`config.mk`:
```
export PLATFORM = sky130hd
export DESIGN_NAME = chirp_cmd_ctrl
export DESIGN_NICKNAME = d
export VERILOG_FILES = /design/src/rtl/chirp_cmd_ctrl.sv
export SDC_FILE = /design/constraint.sdc
export NUM_CORES = 1
export LEC_CHECK = 0
export ABC_CLOCK_PERIOD_IN_PS = 7200
export BUFFER_PORTS_ARGS = -buffer_cell sky130_fd_sc_hd__clkbuf_2
export CAP_MARGIN = 20
export CORE_UTILIZATION = 50
export CTS_CLUSTER_DIAMETER = 60
export CTS_CLUSTER_SIZE = 16
export DETAILED_ROUTE_END_ITERATION = 12
export MAX_ROUTING_LAYER = met4
export PLACE_DENSITY_LB_ADDON = 0.1
export SLEW_MARGIN = 20
export SYNTH_ARGS = -nofsm -noshare
export SYNTH_HDL_FRONTEND = slang
export SYNTH_SLANG_ARGS = --single-unit
export TNS_END_PERCENT = 100
```
`constraint.sdc`:
```
create_clock -name i_clk -period 7.2 [get_ports i_clk]
set_clock_uncertainty 0.05 [all_clocks]
set_input_delay 1.8 -clock i_clk [delete_from_list [all_inputs] [get_ports i_clk]]
set_output_delay 1.8 -clock i_clk [all_outputs]
set_load 0.01 [all_outputs]
```
`src/rtl/chirp_cmd_ctrl.sv`:
```
// chirp_cmd_ctrl: UART command-frame parser for the chirp generator.
// Accepts frames A5, CMD, ADDR, DATA, CHK (CHK = CMD^ADDR^DATA), then performs
// a register write or a chirp start and returns a one-byte response
// (ACK / NAK / BUSY). Only bytes that arrive in CMD..CHK are timed for timeout.
module chirp_cmd_ctrl #(
    parameter int ADDR_WIDTH  = 6,
    parameter int DATA_WIDTH  = 8,
    parameter int TIMEOUT_CYC = 20000
) (
    input  logic                  i_clk,
    input  logic                  i_rst_n,
    input  logic                  i_rx_valid,
    input  logic [7:0]            i_rx_data,
    input  logic                  i_done_n,
    input  logic                  i_rsp_ready,
    output logic                  o_wr_en,
    output logic [ADDR_WIDTH-1:0] o_wr_addr,
    output logic [DATA_WIDTH-1:0] o_wr_data,
    output logic                  o_start,
    output logic                  o_busy,
    output logic                  o_err,
    output logic                  o_rsp_valid,
    output logic [7:0]            o_rsp_data
);

    localparam logic [7:0]  SYNC_BYTE    = 8'hA5;
    localparam logic [7:0]  CMD_WRITE    = 8'h01;
    localparam logic [7:0]  CMD_START    = 8'h02;
    localparam logic [7:0]  RSP_ACK      = 8'h06;
    localparam logic [7:0]  RSP_NAK      = 8'h15;
    localparam logic [7:0]  RSP_BUSY     = 8'h42;
    localparam logic [15:0] TIMEOUT_LAST = 16'(TIMEOUT_CYC - 1);

    typedef enum logic [2:0] {
        ST_IDLE,
        ST_CMD,
        ST_ADDR,
        ST_DATA,
        ST_CHK,
        ST_EXEC,
        ST_RESP
    } state_t;

    state_t      state_reg;
    state_t      state_next;
    logic [7:0]  cmd_reg;
    logic [7:0]  addr_reg;
    logic [7:0]  data_reg;
    logic [15:0] tmo_cnt_reg;

    logic        in_frame;
    logic        timeout_hit;
    logic        chk_accept;
    logic        chk_ok;
    logic        cmd_known;
    logic        addr_ok;
    logic        frame_bad;
    logic        do_write;
    logic        do_start;
    logic [7:0]  rsp_code;

    // Frame decode: the verdict is formed in the cycle the CHK byte arrives so
    // every action and the response can be registered onto the next cycle.
    always_comb begin
        in_frame    = (state_reg == ST_CMD) || (state_reg == ST_ADDR) ||
                      (state_reg == ST_DATA) || (state_reg == ST_CHK);
        timeout_hit = in_frame && !i_rx_valid && (tmo_cnt_reg == TIMEOUT_LAST);
        chk_accept  = (state_reg == ST_CHK) && i_rx_valid;
        chk_ok      = (i_rx_data == (cmd_reg ^ addr_reg ^ data_reg));
        cmd_known   = (cmd_reg == CMD_WRITE) || (cmd_reg == CMD_START);
        addr_ok     = ((addr_reg >> ADDR_WIDTH) == 8'd0);
        // NAK outranks BUSY: a malformed frame is rejected even while busy
        frame_bad   = !chk_ok || !cmd_known || !addr_ok;
        do_write    = chk_accept && !frame_bad && !o_busy && (cmd_reg == CMD_WRITE);
        do_start    = chk_accept && !frame_bad && !o_busy && (cmd_reg == CMD_START);
        if (frame_bad) begin
            rsp_code = RSP_NAK;
        end else if (o_busy) begin
            rsp_code = RSP_BUSY;
        end else begin
            rsp_code = RSP_ACK;
        end
    end

    // Next-state logic: one state per accepted byte, EXEC lasts one cycle,
    // RESP waits for the TX side; bytes seen in EXEC/RESP are simply ignored.
    always_comb begin
        state_next = state_reg;
        case (state_reg)
            ST_IDLE: begin
                if (i_rx_valid && (i_rx_data == SYNC_BYTE)) begin
                    state_next = ST_CMD;
                end
            end
            ST_CMD: begin
                if (i_rx_valid) begin
                    state_next = ST_ADDR;
                end else if (timeout_hit) begin
                    state_next = ST_IDLE;
                end
            end
            ST_ADDR: begin
                if (i_rx_valid) begin
                    state_next = ST_DATA;
                end else if (timeout_hit) begin
                    state_next = ST_IDLE;
                end
            end
            ST_DATA: begin
                if (i_rx_valid) begin
                    state_next = ST_CHK;
                end else if (timeout_hit) begin
                    state_next = ST_IDLE;
                end
            end
            ST_CHK: begin
                if (i_rx_valid) begin
                    state_next = ST_EXEC;
                end else if (timeout_hit) begin
                    state_next = ST_IDLE;
                end
            end
            ST_EXEC: begin
                state_next = ST_RESP;
            end
            ST_RESP: begin
                if (i_rsp_ready) begin
                    state_next = ST_IDLE;
                end
            end
            default: begin
                state_next = ST_IDLE;
            end
        endcase
    end

    // State register
    always_ff @(posedge i_clk) begin
        if (!i_rst_n) begin
            state_reg <= ST_IDLE;
        end else begin
            state_reg <= state_next;
        end
    end

    // Capture CMD, ADDR and DATA bytes as they are accepted
    always_ff @(posedge i_clk) begin
        if (!i_rst_n) begin
            cmd_reg  <= 8'd0;
            addr_reg <= 8'd0;
            data_reg <= 8'd0;
        end else if (i_rx_valid) begin
            if (state_reg == ST_CMD) begin
                cmd_reg <= i_rx_data;
            end
            if (state_reg == ST_ADDR) begin
                addr_reg <= i_rx_data;
            end
            if (state_reg == ST_DATA) begin
                data_reg <= i_rx_data;
            end
        end
    end

    // Inter-byte timeout: counts idle cycles inside a frame, restarts on each byte
    always_ff @(posedge i_clk) begin
        if (!i_rst_n) begin
            tmo_cnt_reg <= 16'd0;
        end else if (!in_frame || i_rx_valid || timeout_hit) begin
            tmo_cnt_reg <= 16'd0;
        end else begin
            tmo_cnt_reg <= tmo_cnt_reg + 16'd1;
        end
    end

    // Registered strobes, write port and response handshake
    always_ff @(posedge i_clk) begin
        if (!i_rst_n) begin
            o_wr_en     <= 1'b0;
            o_wr_addr   <= '0;
            o_wr_data   <= '0;
            o_start     <= 1'b0;
            o_err       <= 1'b0;
            o_rsp_valid <= 1'b0;
            o_rsp_data  <= 8'd0;
        end else begin
            o_wr_en <= do_write;
            o_start <= do_start;
            o_err   <= (chk_accept && frame_bad) || timeout_hit;
            if (do_write) begin
                o_wr_addr <= addr_reg[ADDR_WIDTH-1:0];
                o_wr_data <= DATA_WIDTH'(data_reg);
            end
            if (chk_accept) begin
                o_rsp_valid <= 1'b1;
                o_rsp_data  <= rsp_code;
            end else if ((state_reg == ST_RESP) && i_rsp_ready) begin
                o_rsp_valid <= 1'b0;
            end
        end
    end

    // Busy flag: set the cycle after the start pulse, cleared by done; since the
    // flag is still low during the start cycle, a done seen then is ignored
    always_ff @(posedge i_clk) begin
        if (!i_rst_n) begin
            o_busy <= 1'b0;
        end else if (o_start) begin
            o_busy <= 1'b1;
        end else if (o_busy && !i_done_n) begin
            o_busy <= 1'b0;
        end
    end

endmodule

```
==> metrics.txt, run 1 <==
WL/cell=13.5 µm; max-slew violations=0; placed insts=441; worst slew pin tran=about 1.0 ns; Top delay family on crit path=simple AND/OR/NAND/NOR gates; CORE AREA=5640 µm²; clock slew at reported path FFs=0.07 ns; Max Freq=0.272 GHz; Diodes inserted=0; Worst Hold Class=reg2reg; register bit total from synthesis=66; share of cells above drive strength 1=15.0%; crit-path max FO=10; Largest register FFs=16; Die Y=79.4 µm; Async SR Flop Fraction=0%; endpoints failing hold=0; CP cell instances=clkbuf_2 -> xor2_1 -> xnor2_1 -> or4_1 -> nor4_4 -> clkbuf_8 -> mux2i_1; number of flops mapped to enable cells by yosys=0; largest net degree at the start of global routing=35; count of hold-fix buffers inserted at cts=0; fin crit share=51.0%; ys flop type=dfxtp_1; DR vias/cell=5.30; Crit-path slowest cell=or4_1; worst setup path class=in2reg; element type at the critical path start=primary input; DRT iter0 DRCs=117; unrepaired setup endpoints after global routing=false; CP Data Arrival Time=around 3.9 ns; H-tree Lvls=3; crit path capture type=flip-flop; LEAKAGE=1.22 nW; RePlAce Congestion=0.922; status=finished clean; critical path buffer and inverter count=2; die width=79.4 µm; Slew headroom=around a third; sw frac=between 20% and 30%; MaxCap Viol Count=0; vias=2428; Worst EP required=7.41 ns; Sink Count=66; final WL=between 6 and 7 mm; setup tns final=0 ns; VDD IR max=roughly 0.11 mV; Port Buf Inserts=36; remaining antenna violation count=0; area delta synth->final=12.5%; Die ar.=6300 µm²; Ports=40; TritonCTS buffer count=9; Ys Warns=0; num rows=27; Gate power share=3.3%; Non-Filler Instances=458; Synth Instances=349; post-synthesis sequential area ratio=44.1%; average cell area after synthesis=between 8 and 9 µm²; vias in the first global route=2200; clock power share=41.1%; Initial Util=a little over half; delay of the slowest critical-path stage=approximately 0.61 ns; number of distinct library cells after synthesis=39; postcts setup bufs=0; Seq pwr share=55.6%; nets=395; switching power total=0.153 mW; grt ovf=0; drt pass-1 iters=4; Total GRT Usage=22.7%; CTS tree=done; first-pass GRT wire length=10.5 mm; filler cell count=537; clk root buf=clkbuf_8; Syn Std Cell Area=2990 µm²; PwrDens=around 200 nW/µm²; HPWL after DPL=4.36 mm; CTS max path bufs=2; Skew-Pair Late Insertion Delay=0.33 ns; initial antenna violation count=0; DRC=0; post-CTS sizing=0; Tmin final=3.68 ns; # setup viols final=0; Int Power=0.504 mW
power by group through the flow:
stage | combinational, mW | clock [mW] | sequential, mW
6_report | 0.0218 | 0.270 | 0.365
5_1_grt | 0.0241 | 0.294 | 0.365
4_1_cts | 0.0218 | 0.275 | 0.365
3_5_place_dp | 0.0217 | 0 | 0.374
3_3_place_gp | 0.0214 | 0 | 0.374
2_1_floorplan | 0.0132 | 0 | 0.374
cells by family after synthesis:
group                    Yosys count  synth area share, %
AO/OA/AOI/OAI                     42                 8.03
XOR/XNOR                          30                 10.2
adder cells (fa/ha/maj)            1                0.418
buffers and inverters             24                 3.89
flip-flops                        66                 44.1
multiplexers                      22                 7.36
other                              1                0.125
AND/OR/NAND/NOR                  163                 25.9
cell type report:
cell class	instances	area [µm²]	area share [%]
repair buffers	38	201	5.99
inverters	5	18.8	0.558
well taps	72	90.1	2.68
clock buffers	11	141	4.20
flip-flops and latches	66	1320	39.3
multi-input cells	261	1560	46.4
clock inverters	5	30.0	0.892
worst paths after layout:
check | from | to | slack [ns] | cells after the start
setup / recovery | i_rx_data[4] | o_wr_data[2]$_SDFFE_PN0P_ | 3.52 | 7
setup reg to reg | cmd_reg[2]$_SDFFE_PN0P_ | o_wr_data[2]$_SDFFE_PN0P_ | 4.32 | 6
hold reg to reg | o_wr_data[5]$_SDFFE_PN0P_ | o_wr_data[5]$_SDFFE_PN0P_ | 0.41 | 2
hold / removal | o_wr_data[5]$_SDFFE_PN0P_ | o_wr_data[5]$_SDFFE_PN0P_ | 0.41 | 2
per-layer routing:
metal | routed length (µm) | share of wire [%] | track usage [%] | vias to the layer above
met4 | 85 | 1.4 | 10.0 | 0
met5 | 0 | 0 | - | -
met2 | 2690 | 43 | 33.6 | 50
met3 | 214 | 3.5 | 4.37 | 9
li1 | - | - | - | 1238
met1 | 3200 | 52 | 30.0 | 1131
Yosys cell counts (all sizes together), types with 2 or more instances:
library cell	n	share of area, %
o21ai	8	1.3
mux2i	22	7.4
nand3	8	1.3
or3	2	0.42
or4b	2	0.67
dfxtp	66	44
clkbuf	14	1.8
inv	5	0.63
a22o	2	0.59
buf	5	1.5
and2	4	0.84
xor2	14	4.1
xnor3	3	2.3
nand4	5	1.0
a2111oi	2	0.59
nor3	2	0.33
xnor2	13	3.8
or4	4	1.1
nand3b	2	0.50
and3	6	1.3
nand2	72	9.0
a21oi	25	4.2
nor4	8	2.2
and4	2	0.59
nor2	38	4.8
nor2b	5	1.0
stage by stage:
| step | power [mW] | utilization [%] | worst slack [ns] | cell area (µm²) | hold WS (ns) |
|---|---|---|---|---|---|
| 3_3_place_gp | 0.395 | 56.4 | 2.97 | 3180 | 0.390 |
| 3_5_place_dp | 0.395 | 56.4 | 2.91 | 3180 | 0.396 |
| 4_1_cts | 0.662 | 59.4 | 3.25 | 3350 | 0.412 |
| 2_1_floorplan | 0.387 | - | 3.60 | 3000 | 0.376 |
| 5_1_grt | 0.683 | 59.7 | 3.40 | 3370 | 0.428 |
| 6_report | 0.657 | 59.7 | 3.52 | 3370 | 0.408 |
cells in the final DEF, fill, tap and decap left out, types with 2 or more instances in the layout:
cell type,n
nand2_1,72
dfxtp_1,66
nor2_1,38
clkbuf_2,36
a21oi_1,25
mux2i_1,22
xor2_1,14
xnor2_1,13
clkbuf_8,11
nand3_1,8
o21ai_0,8
nor4_1,7
and3_1,6
inv_1,5
nor2b_1,5
nand4_1,5
and2_1,4
or4_1,3
xnor3_1,3
conb_1,3
clkinv_2,3
or4b_2,2
nor3_1,2
and4_1,2
nand3b_1,2
a2111oi_0,2
or3_1,2
a22o_1,2
clkinvlp_4,2
tightest hold or removal path: stages (launching register included):
cell and delay [ns]:
dfxtp_1 0.31, nand2_1 0.05, mux2i_1 0.05
(Power assumes the default switching activity.)
==> run 2: changes to the inputs <==
ABC_CLOCK_PERIOD_IN_PS = 3400   (was 7200)
clock period = 3.4 ns   (was 7.2 ns; I/O delays follow)
==> run 2 against run 1 <==
- via count grew 2.3%
- critical path depth down 2
- global-route usage grew 0.70 points
- worst hold slack worse by 0.0015 ns
- combinational power up 120%
- non-clock buffer count is 3 higher
- critical endpoint is now o_rsp_data[6]$_SDFFE_PN0P_
- largest cell class unchanged
==> metrics.txt, run 2 (synthesized netlist as in run 1, its figures left out) <==
Die Y=79.4 µm; Initial Util=53.0%; final WL=6.41 mm; Ports=40; clk root buf=clkbuf_8; nets=398; vias in the first global route=2301; CTS tree=done; CTS max path bufs=2; Total GRT Usage=23.4%; element type at the critical path start=flip-flop; CP cell instances=or4_1 -> or3_1 -> or4_4 -> nor4_1 -> a31o_2; count of hold-fix buffers inserted at cts=0; fin crit share=77.5%; Diodes inserted=0; crit path capture type=flip-flop; critical path buffer and inverter count=0; vias=between 2000 and 2500; Slew headroom=55.7%; RePlAce Congestion=0.937; Top delay family on crit path=simple AND/OR/NAND/NOR gates; remaining antenna violation count=0; H-tree Lvls=3; most common cell after layout, fill and taps aside=nand2_1; delay of the slowest critical-path stage=0.56 ns; crit-path max FO=4; Total Power=1.69 mW; die width=79.4 µm; VDD IR max=about 0.38 mV; unrepaired setup endpoints after global routing=false; drt pass-1 iters=4; DRC=0; LEAKAGE=around 1.3 nW; Largest register FFs=16; setup tns final=0 ns; max-slew violations=0; Tmin final=2.63 ns; num rows=27; Sink Count=66; Skew-Pair Late Insertion Delay=~0.34 ns; Worst Hold Class=reg2reg; post-CTS sizing=0; largest net degree at the start of global routing=34; DRT iter0 DRCs=141; Crit-path slowest cell=or4_1; first-pass GRT wire length=approximately 11 mm; grt ovf=0; worst setup path class=reg2reg; status=finished clean; worst slew pin tran=0.658 ns; MaxCap Viol Count=0; clock slew at reported path FFs=about 0.07 ns; area delta synth->final=16.2%; postcts setup bufs=0; TritonCTS buffer count=9; Final Util=just over 60%; PwrDens=487 nW/µm²; Worst EP required=3.64 ns; filler cell count=518; DR vias/cell=5.39; HPWL after DPL=4.42 mm; initial antenna violation count=0; CP Data Arrival Time=2.87 ns; Port Buf Inserts=36; Max Freq=0.380 GHz; WL/cell=13.9 µm; CORE AREA=5640 µm²; Die ar.=6300 µm²; most frequent cells in the layout=nand2_1 (72), dfxtp_1 (66), nor2_1 (38); # setup viols final=0; endpoints failing hold=0; r2r setup slk=0.77 ns; share of cells above drive strength 1=15.7%
-- run 2: cell count changes in the layout (fill, tap and decap cells not counted), sizes merged --
cell,previous run,this run
bufinv,0,4
clkinvlp,2,0
clkbuf,48,47
buf,1,5
clkinv,3,1
-- run 2: cell type report --
| class | instances | area (µm²) | area share (%) |
|---|---|---|---|
| repair buffers | 41 | 218 | 6.26 |
| well taps | 72 | 90.1 | 2.59 |
| clock buffers | 11 | 141 | 4.07 |
| inverters | 5 | 18.8 | 0.540 |
| flip-flops and latches | 66 | 1320 | 38.0 |
| multi-input cells | 261 | 1560 | 44.9 |
| clock inverters | 5 | 125 | 3.60 |
-- run 2: tightest hold or removal path: cells and delay by family (launching register included) --
family,cells,cell delay (ns)
flip-flops,1,0.31
AND/OR/NAND/NOR,1,0.05
multiplexers,1,0.05
-- run 2: worst paths after layout --
check	start	cells after the start	to
worst min register to register	o_wr_addr[0]$_SDFFE_PN0P_	2	o_wr_addr[0]$_SDFFE_PN0P_
worst min-delay path	o_wr_addr[0]$_SDFFE_PN0P_	2	o_wr_addr[0]$_SDFFE_PN0P_
worst max-delay path	cmd_reg[2]$_SDFFE_PN0P_	5	o_rsp_data[6]$_SDFFE_PN0P_
worst max register to register	cmd_reg[2]$_SDFFE_PN0P_	5	o_rsp_data[6]$_SDFFE_PN0P_
-- run 2: routing by layer --
layer | vias to the layer above | wire [µm] | global-route usage (%)
li1 | 1256 | - | -
met1 | 1158 | 3140 | 30.8
met2 | 57 | 2900 | 35.3
met3 | 12 | 251 | 3.91
met4 | 0 | 119 | 10.4
met5 | - | 0 | -
-- run 2: power by group --
part / switching (mW) / internal, mW
Clock: 0.290 / 0.580
Sequential: 0.000451 / 0.773
Combinational: 0.0337 / 0.0144
Total: 0.324 / 1.37
-- run 2: through the flow --
| stage | area [µm²] | std cells | worst slack [ns] | hold WS, ns |
|---|---|---|---|---|
| after CTS | 3480 | 461 | 0.754 | 0.409 |
| after global routing | 3480 | 461 | 0.604 | 0.430 |
| after detailed placement | 3210 | 445 | 0.592 | 0.398 |
| final | 3480 | 461 | 0.766 | 0.406 |
| after floorplan | 3000 | 351 | 0.748 | 0.376 |
| after global placement | 3210 | 445 | 0.603 | 0.391 |
